$ cat src/rtl/procesador_riscv_pkg.sv
`default_nettype none
// ============================================================================
// Module   : procesador_riscv_pkg
// Brief    : Opcode/funct encodings, ALU operations, decoder control bundle
//            and default ROM/RAM contents for the procesador_riscv core.
// Revision : 1.0 - initial release
// ============================================================================
package procesador_riscv_pkg;

    localparam logic [6:0] c_op_rtype  = 7'b0110011;
    localparam logic [6:0] c_op_itype  = 7'b0010011;
    localparam logic [6:0] c_op_load   = 7'b0000011;
    localparam logic [6:0] c_op_store  = 7'b0100011;
    localparam logic [6:0] c_op_branch = 7'b1100011;

    localparam logic [2:0] c_f3_add_sub = 3'b000;
    localparam logic [2:0] c_f3_sll     = 3'b001;
    localparam logic [2:0] c_f3_dword   = 3'b011;
    localparam logic [2:0] c_f3_xor     = 3'b100;
    localparam logic [2:0] c_f3_srl     = 3'b101;
    localparam logic [2:0] c_f3_or      = 3'b110;
    localparam logic [2:0] c_f3_and     = 3'b111;
    localparam logic [2:0] c_f3_beq     = 3'b000;
    localparam logic [2:0] c_f3_bne     = 3'b001;

    localparam logic [6:0] c_f7_base = 7'b0000000;
    localparam logic [6:0] c_f7_alt  = 7'b0100000;

    localparam logic [31:0] c_nop = 32'h0000_0013;

    typedef enum logic [2:0] {
        ALU_ADD = 3'd0,
        ALU_SUB = 3'd1,
        ALU_AND = 3'd2,
        ALU_OR  = 3'd3,
        ALU_XOR = 3'd4,
        ALU_SLL = 3'd5,
        ALU_SRL = 3'd6
    } alu_op_t;

    typedef struct packed {
        logic    reg_we;
        logic    mem_we;
        logic    alu_imm;
        logic    wb_mem;
        logic    br_eq;
        logic    br_ne;
        alu_op_t alu_op;
    } ctrl_t;

    // Entry 0 sits in the LSBs: ld x1 / ld x2 / add x3 / sd x3 / sub x4 / beq self-loop.
    localparam logic [6*32-1:0] c_rom_default = {
        32'h0000_0063,
        32'h4020_8233,
        32'h0030_3823,
        32'h0020_81B3,
        32'h0080_3103,
        32'h0000_3083
    };

    localparam logic [63:0] c_ram_word0 = 64'd5;
    localparam logic [63:0] c_ram_word1 = 64'd3;

    function automatic logic [63:0] ram_default(input int idx);
        case (idx)
            0:       return c_ram_word0;
            1:       return c_ram_word1;
            default: return 64'd0;
        endcase
    endfunction

endpackage
`default_nettype wire

$ cat src/rtl/procesador_riscv_alu.sv
`default_nettype none
// ============================================================================
// Module   : procesador_riscv_alu
// Brief    : Combinational ALU with zero flag; arithmetic wraps modulo 2^BITS.
// Revision : 1.0 - initial release
// ============================================================================
module procesador_riscv_alu
    import procesador_riscv_pkg::*;
#(
    parameter int BITS = 64
) (
    input  logic [BITS-1:0] a,
    input  logic [BITS-1:0] b,
    input  alu_op_t         alu_op,
    output logic [BITS-1:0] result,
    output logic            zero
);

    localparam int c_sh_w = $clog2(BITS);

    logic [c_sh_w-1:0] w_shamt;

    assign w_shamt = b[c_sh_w-1:0];

    always_comb begin
        result = '0;
        case (alu_op)
            ALU_ADD: result = a + b;
            ALU_SUB: result = a - b;
            ALU_AND: result = a & b;
            ALU_OR:  result = a | b;
            ALU_XOR: result = a ^ b;
            ALU_SLL: result = a << w_shamt;
            ALU_SRL: result = a >> w_shamt;
            default: result = '0;
        endcase
    end

    assign zero = (result == '0);

endmodule
`default_nettype wire

$ cat src/rtl/procesador_riscv.sv
`default_nettype none
// ============================================================================
// Module   : procesador_riscv
// Brief    : Single-cycle RV64I-subset core with internal ROM, register file
//            and data RAM. Define PROC_ALUIMM_EN to add andi/ori/xori/slli/srli.
// Revision : 1.0 - initial release
// ============================================================================
module procesador_riscv
    import procesador_riscv_pkg::*;
#(
    parameter int                    BITS     = 64,
    parameter int                    MEM_SIZE = 16,
    parameter int                    N        = 32,
    parameter int                    NUM_INST = 6,
    parameter logic [NUM_INST*N-1:0] ROM_INIT = c_rom_default
) (
    input  logic            clk,
    input  logic            rst,
    output logic [BITS-1:0] pc
);

`ifdef PROC_ALUIMM_EN
    localparam bit c_aluimm_en = 1'b1;
`else
    localparam bit c_aluimm_en = 1'b0;
`endif

    localparam int c_idx_w  = (NUM_INST > 1) ? $clog2(NUM_INST) : 1;
    localparam int c_rom_sz = 2 ** c_idx_w;
    localparam int c_mem_aw = (MEM_SIZE > 1) ? $clog2(MEM_SIZE) : 1;

    logic [BITS-1:0] r_pc;
    logic [BITS-1:0] r_regs [N];
    logic [BITS-1:0] r_mem  [MEM_SIZE];

    logic [N-1:0]    w_rom [c_rom_sz];
    logic            w_in_range;
    logic [N-1:0]    w_instr;
    logic [6:0]      w_opcode;
    logic [4:0]      w_rd;
    logic [2:0]      w_funct3;
    logic [4:0]      w_rs1;
    logic [4:0]      w_rs2;
    logic [6:0]      w_funct7;
    logic [BITS-1:0] w_imm_i;
    logic [BITS-1:0] w_imm_s;
    logic [BITS-1:0] w_imm_b;
    logic [BITS-1:0] w_imm;
    ctrl_t           w_ctrl;
    logic [BITS-1:0] w_rs1_data;
    logic [BITS-1:0] w_rs2_data;
    logic [BITS-1:0] w_alu_b;
    logic [BITS-1:0] w_alu_res;
    logic            w_alu_zero;
    logic [c_mem_aw-1:0] w_mem_idx;
    logic [BITS-1:0] w_mem_rdata;
    logic [BITS-1:0] w_wb_data;
    logic            w_taken;
    logic [BITS-1:0] w_pc_next;

    // Unused ROM slots up to the next power of two read back as NOP.
    for (genvar gi = 0; gi < c_rom_sz; gi++) begin : g_rom
        if (gi < NUM_INST) begin : g_used
            assign w_rom[gi] = ROM_INIT[gi*N +: N];
        end else begin : g_pad
            assign w_rom[gi] = c_nop;
        end
    end

    assign w_in_range = (r_pc[BITS-1:2] < (BITS-2)'(NUM_INST));
    assign w_instr    = w_in_range ? w_rom[r_pc[c_idx_w+1:2]] : c_nop;

    assign w_opcode = w_instr[6:0];
    assign w_rd     = w_instr[11:7];
    assign w_funct3 = w_instr[14:12];
    assign w_rs1    = w_instr[19:15];
    assign w_rs2    = w_instr[24:20];
    assign w_funct7 = w_instr[31:25];

    assign w_imm_i = {{(BITS-12){w_instr[31]}}, w_instr[31:20]};
    assign w_imm_s = {{(BITS-12){w_instr[31]}}, w_instr[31:25], w_instr[11:7]};
    assign w_imm_b = {{(BITS-13){w_instr[31]}}, w_instr[31], w_instr[7],
                      w_instr[30:25], w_instr[11:8], 1'b0};

    always_comb begin
        w_ctrl = '0;
        w_imm  = w_imm_i;
        case (w_opcode)
            c_op_rtype: begin
                if (w_funct7 == c_f7_base) begin
                    case (w_funct3)
                        c_f3_add_sub: begin w_ctrl.reg_we = 1'b1; w_ctrl.alu_op = ALU_ADD; end
                        c_f3_and:     begin w_ctrl.reg_we = 1'b1; w_ctrl.alu_op = ALU_AND; end
                        c_f3_or:      begin w_ctrl.reg_we = 1'b1; w_ctrl.alu_op = ALU_OR;  end
                        default:      ;
                    endcase
                end else if (w_funct7 == c_f7_alt && w_funct3 == c_f3_add_sub) begin
                    w_ctrl.reg_we = 1'b1;
                    w_ctrl.alu_op = ALU_SUB;
                end
            end
            c_op_itype: begin
                w_ctrl.alu_imm = 1'b1;
                case (w_funct3)
                    c_f3_add_sub: begin w_ctrl.reg_we = 1'b1;        w_ctrl.alu_op = ALU_ADD; end
                    c_f3_and:     begin w_ctrl.reg_we = c_aluimm_en; w_ctrl.alu_op = ALU_AND; end
                    c_f3_or:      begin w_ctrl.reg_we = c_aluimm_en; w_ctrl.alu_op = ALU_OR;  end
                    c_f3_xor:     begin w_ctrl.reg_we = c_aluimm_en; w_ctrl.alu_op = ALU_XOR; end
                    // Shifts need imm[11:6] clear; other encodings (e.g. srai) stay NOP.
                    c_f3_sll: begin
                        w_ctrl.reg_we = c_aluimm_en && (w_funct7[6:1] == 6'd0);
                        w_ctrl.alu_op = ALU_SLL;
                    end
                    c_f3_srl: begin
                        w_ctrl.reg_we = c_aluimm_en && (w_funct7[6:1] == 6'd0);
                        w_ctrl.alu_op = ALU_SRL;
                    end
                    default: ;
                endcase
            end
            c_op_load: begin
                if (w_funct3 == c_f3_dword) begin
                    w_ctrl.reg_we  = 1'b1;
                    w_ctrl.alu_imm = 1'b1;
                    w_ctrl.wb_mem  = 1'b1;
                end
            end
            c_op_store: begin
                if (w_funct3 == c_f3_dword) begin
                    w_ctrl.mem_we  = 1'b1;
                    w_ctrl.alu_imm = 1'b1;
                    w_imm          = w_imm_s;
                end
            end
            c_op_branch: begin
                w_ctrl.alu_op = ALU_SUB;
                w_ctrl.br_eq  = (w_funct3 == c_f3_beq);
                w_ctrl.br_ne  = (w_funct3 == c_f3_bne);
            end
            default: ;
        endcase
    end

    assign w_rs1_data = (w_rs1 == 5'd0) ? '0 : r_regs[w_rs1];
    assign w_rs2_data = (w_rs2 == 5'd0) ? '0 : r_regs[w_rs2];
    assign w_alu_b    = w_ctrl.alu_imm ? w_imm : w_rs2_data;

    procesador_riscv_alu #(
        .BITS(BITS)
    ) u_alu (
        .a      (w_rs1_data),
        .b      (w_alu_b),
        .alu_op (w_ctrl.alu_op),
        .result (w_alu_res),
        .zero   (w_alu_zero)
    );

    assign w_mem_idx   = w_alu_res[c_mem_aw+2:3];
    assign w_mem_rdata = r_mem[w_mem_idx];
    assign w_wb_data   = w_ctrl.wb_mem ? w_mem_rdata : w_alu_res;

    assign w_taken   = (w_ctrl.br_eq & w_alu_zero) | (w_ctrl.br_ne & ~w_alu_zero);
    assign w_pc_next = r_pc + (w_taken ? w_imm_b : BITS'(4));

    always_ff @(posedge clk or negedge rst) begin
        if (!rst) begin
            r_pc <= '0;
        end else begin
            r_pc <= w_pc_next;
        end
    end

    always_ff @(posedge clk or negedge rst) begin
        if (!rst) begin
            for (int i = 0; i < N; i++) begin
                r_regs[i] <= '0;
            end
        end else if (w_ctrl.reg_we && w_rd != 5'd0) begin
            r_regs[w_rd] <= w_wb_data;
        end
    end

    always_ff @(posedge clk or negedge rst) begin
        if (!rst) begin
            for (int i = 0; i < MEM_SIZE; i++) begin
                r_mem[i] <= BITS'(ram_default(i));
            end
        end else if (w_ctrl.mem_we) begin
            r_mem[w_mem_idx] <= w_rs2_data;
        end
    end

    assign pc = r_pc;

endmodule
`default_nettype wire

$ cat config.mk
export PLATFORM = sky130hd
export DESIGN_NAME = procesador_riscv
export DESIGN_NICKNAME = d
export VERILOG_FILES = /design/src/rtl/procesador_riscv_pkg.sv /design/src/rtl/procesador_riscv_alu.sv /design/src/rtl/procesador_riscv.sv
export SDC_FILE = /design/constraint.sdc
export NUM_CORES = 2
export LEC_CHECK = 0
export CORE_MARGIN = 4
export CORE_UTILIZATION = 25
export DETAILED_ROUTE_END_ITERATION = 6
export SYNTH_ARGS = -nofsm -noshare
export SYNTH_HDL_FRONTEND = slang
export SYNTH_SLANG_ARGS = --single-unit
$ cat constraint.sdc
create_clock -name clk -period 13.9 [get_ports clk]
set_clock_uncertainty 0.05 [all_clocks]
set_input_delay 1.39 -clock clk [delete_from_list [all_inputs] [get_ports clk]]
set_output_delay 1.39 -clock clk [all_outputs]
set_load 0.01 [all_outputs]
==> impl_metrics.csv <==
group,metric,value,unit
run_status,outcome,"complete, no violations",
route,drtPass1Iterations,6,
placed_design,gp_congestion,0.971,
route,wl_per_cell,21.4,um
clock_network,cts_buffers,149,
logic_synthesis,synth.distinct_cells,88,
worst_setup_path,worstSetupPathType,"reg -> reg",
logic_synthesis,synthArstFlopShare,1.00,
cells_and_area,synthToLayoutAreaGrowth,13.7,%
route,drc,0,
global_route,grt_max_degree,189,
clock_network,clock_latency,0.80,ns
timing,slew_headroom,0.236,
floorplanning,die_width,520,um
power_and_ir_drop,peakVddDrop,0.000129,V
worst_setup_path,worstPathRequired,14.53,ns
clock_network,root_buffer,"clkbuf_16",
global_route,grt_usage,0.151,
placed_design,pre_cts_slack,0.00584,ns
floorplanning,die_h,520,um
clock_network,cts_hold_buf,0,
floorplanning,ios,66,
worst_setup_path,startpoint_type,"flip-flop",
floorplanning,die_area,0.271,mm^2
timing,slew_violations,0,
cells_and_area,regArea,0.0336,mm^2
timing,setup_viol,0,
timing,period_needed,13.43,ns
timing,finalHoldViolations,0,
flow_run,maxCapViolCount,0,
power_and_ir_drop,power.density,114,mW/mm^2
worst_hold_path,hold_class,"reg -> reg",
placed_design,port_buffers,64,
logic_synthesis,synth_ff_type,"dfrtp_1",
clock_network,cts_setup_buffers,0,
route,via_per_inst,5.01,
cells_and_area,fillers,26792,
clock_network,cts_tree,"built",
global_route,grt_pass1_vias,49167,
cells_and_area,layout.nets,6200,
logic_synthesis,synth_edf_count,0,
clock_network,clk_pin_slew,0.06,ns
floorplanning,std_cell_rows,187,
worst_setup_path,critPathMaxStageDelay,0.88,ns
worst_setup_path,crit_fanout,37,
floorplanning,start_util,0.252,
timing,max_slew.worst_pin.slew,1.14,ns
global_route,antenna_found_initial,4,
route,final_antenna_net_count,0,
logic_synthesis,synth_area_per_cell,10.2,um^2
logic_synthesis,ys_seq_elements,1343,
clock_network,clock_path_buffers,3,
global_route,grt_pass1_wl,318000,um
worst_setup_path,cp_slowest_cell,"or4_4",
clock_network,htree_levels,4,
cells_and_area,multi_input_area,0.0298,mm^2
route,drt_iter0_markers,4491,
power_and_ir_drop,p_leak,31.5,nW
logic_synthesis,syn_area,0.0656,mm^2
timing,fmax,74.5,MHz
clock_network,cts.sinks,1343,
cells_and_area,fin_util,0.287,
worst_setup_path,r2r_slack,0.47,ns
cells_and_area,layout-drive-gt1-share,0.145,
route,vias,48866,
timing,layout_setup_ws,0.473,ns
logic_synthesis,synthCells,6409,
logic_synthesis,ys_seq_area_frac,0.512,
worst_setup_path,path_common_cell,"nor2_1",
route,wirelength,209000,um
timing,fin_hold_ws,0.322,ns
floorplanning,core,0.260,mm^2
worst_setup_path,critPathCaptureType,"flip-flop",
global_route,overflow,0,
timing,rsz0062_at_grt,"false",
worst_setup_path,cp_data_arrival_time,14.06,ns
logic_synthesis,yosys_warnings,0,
placed_design,dp_hpwl,135000,um
timing,finalCritPeriodShare,0.966,
[timing repair]
action	4_1_cts	5_1_grt
setup endpoints to repair	2	11
gates resized for setup	1	4
pin swaps	0	0
[registers in the layout (all words and copies together), names as in the netlist]
name and count:
r_regs 256, pc 63, r_mem 1024
[stage by stage]
stage          TNS (ns)  total power [mW]  cell area [um^2]  std cells
4_1_cts               0              8.57             74600       9741
5_1_grt               0              8.77             74600       9742
3_5_place_dp          0              4.48             69500       9468
2_1_floorplan         0              4.20             65700       6412
6_report              0              8.50             74600       9744
3_3_place_gp    -0.0874              4.47             69500       9468
[kinds of logic after synthesis]
family          share of synthesized area
compound gates                      0.149
xor+xnor                           0.0180
fa+ha+maj                          0.0145
buf+inv                            0.0381
flops                               0.512
mux                                 0.137
other cells                     0.0000571
simple gates                        0.131
[cells in the final DEF, fill, tap and decap left out, types with 16 or more instances in the layout]
| cell | n |
|---|---|
| ha_1 | 73 |
| o22ai_1 | 21 |
| o21ai_0 | 1205 |
| a211oi_1 | 22 |
| a31oi_1 | 20 |
| xor2_1 | 50 |
| nor3_1 | 37 |
| nor2b_1 | 16 |
| o221ai_1 | 26 |
| clkbuf_8 | 34 |
| o21a_1 | 26 |
| and2_1 | 92 |
| mux4_2 | 317 |
| nand4_1 | 39 |
| mux2_2 | 130 |
| or2_2 | 24 |
| a21oi_1 | 152 |
| buf_4 | 99 |
| xnor2_1 | 83 |
| clkbuf_16 | 151 |
| and3_1 | 40 |
| nor2_1 | 192 |
| nor4_1 | 35 |
| nand2_1 | 1309 |
| clkbuf_1 | 28 |
| o211ai_1 | 20 |
| dfrtp_1 | 1339 |
| inv_1 | 37 |
| nand3_1 | 99 |
| mux2i_1 | 38 |
| clkdlybuf4s50_1 | 63 |
| or3_1 | 30 |
| a21o_1 | 49 |
| clkinv_2 | 25 |
[worst max-delay path, delay by kind of cell (launching register included)]
kind                     cells  cell delay, ns
AND/OR/NAND/NOR             23            7.42
flip-flops                   1            0.44
buffers and inverters        2            0.47
AO/OA/AOI/OAI               12            3.90
adder cells (fa/ha/maj)      2            0.61
XOR/XNOR                     2            0.34
[cell type report]
type,count,area share
Multi-Input combinational cell,4422,0.400
Clock buffer,213,0.0583
Antenna cell,3,0.000101
Tap cell,3496,0.0586
Sequential cell,1343,0.450
Inverter,37,0.00186
Clock inverter,60,0.0101
Timing Repair Buffer,170,0.0207
[cells in the mapped netlist, types with 15 or more instances]
master,instances,share of area
mux4_2,317,0.11
mux2i_1,38,0.0058
o21ai_0,1205,0.092
nor3_1,41,0.0031
xnor2_1,83,0.011
and3_1,40,0.0038
o211ai_1,20,0.0023
a211oi_1,22,0.0025
xor2_1,52,0.0069
buf_1,46,0.0026
and2_1,93,0.0089
a21oi_1,153,0.012
a31oi_1,20,0.0019
or3_1,33,0.0031
o22ai_1,21,0.0020
nand4_1,39,0.0037
nor2_1,196,0.011
ha_1,73,0.014
o31ai_1,15,0.0017
o21a_1,26,0.0030
nor2b_1,17,0.0016
nand2_1,1323,0.076
a21o_1,49,0.0056
nand3_1,103,0.0079
o221ai_1,26,0.0035
or2_2,25,0.0024
nor4_1,38,0.0036
clkbuf_1,545,0.031
inv_1,37,0.0021
dfrtp_1,1339,0.51
mux2_2,130,0.022
[path summary, 6_finish.rpt]
kind                                          start  depth (start not counted)                        to
setup / recovery                   pc[60]$_DFF_PN0_                         41          pc[61]$_DFF_PN0_
hold / removal             r_regs[2037]$_DFFE_PN0P_                          0  r_regs[2037]$_DFFE_PN0P_
setup reg to reg                   pc[60]$_DFF_PN0_                         41          pc[61]$_DFF_PN0_
hold reg to reg            r_regs[2037]$_DFFE_PN0P_                          0  r_regs[2037]$_DFFE_PN0P_
max in group asynchronous                       rst                          4    r_mem[521]$_DFFE_PN0P_
min in group asynchronous                       rst                          1    r_mem[430]$_DFFE_PN0P_
[power by group]
part / switching, mW / leakage [nW] / internal [mW]
Combinational: 0.339 / 10.3 / 0.116
Clock: 1.69 / 2.49 / 2.39
Sequential: 0.0343 / 18.7 / 3.94
Total: 2.06 / 31.5 / 6.44
[routing by layer]
layer | track usage | up-vias | wire length [um]
met1 | 0.207 | 24785 | 90800
met2 | 0.245 | 1696 | 97300
met3 | 0.0229 | 343 | 13700
li1 | - | 22040 | -
met5 | 0 | - | 13
met4 | 0.0523 | 2 | 6770
No activity file was read; power rests on OpenSTA's default activity.
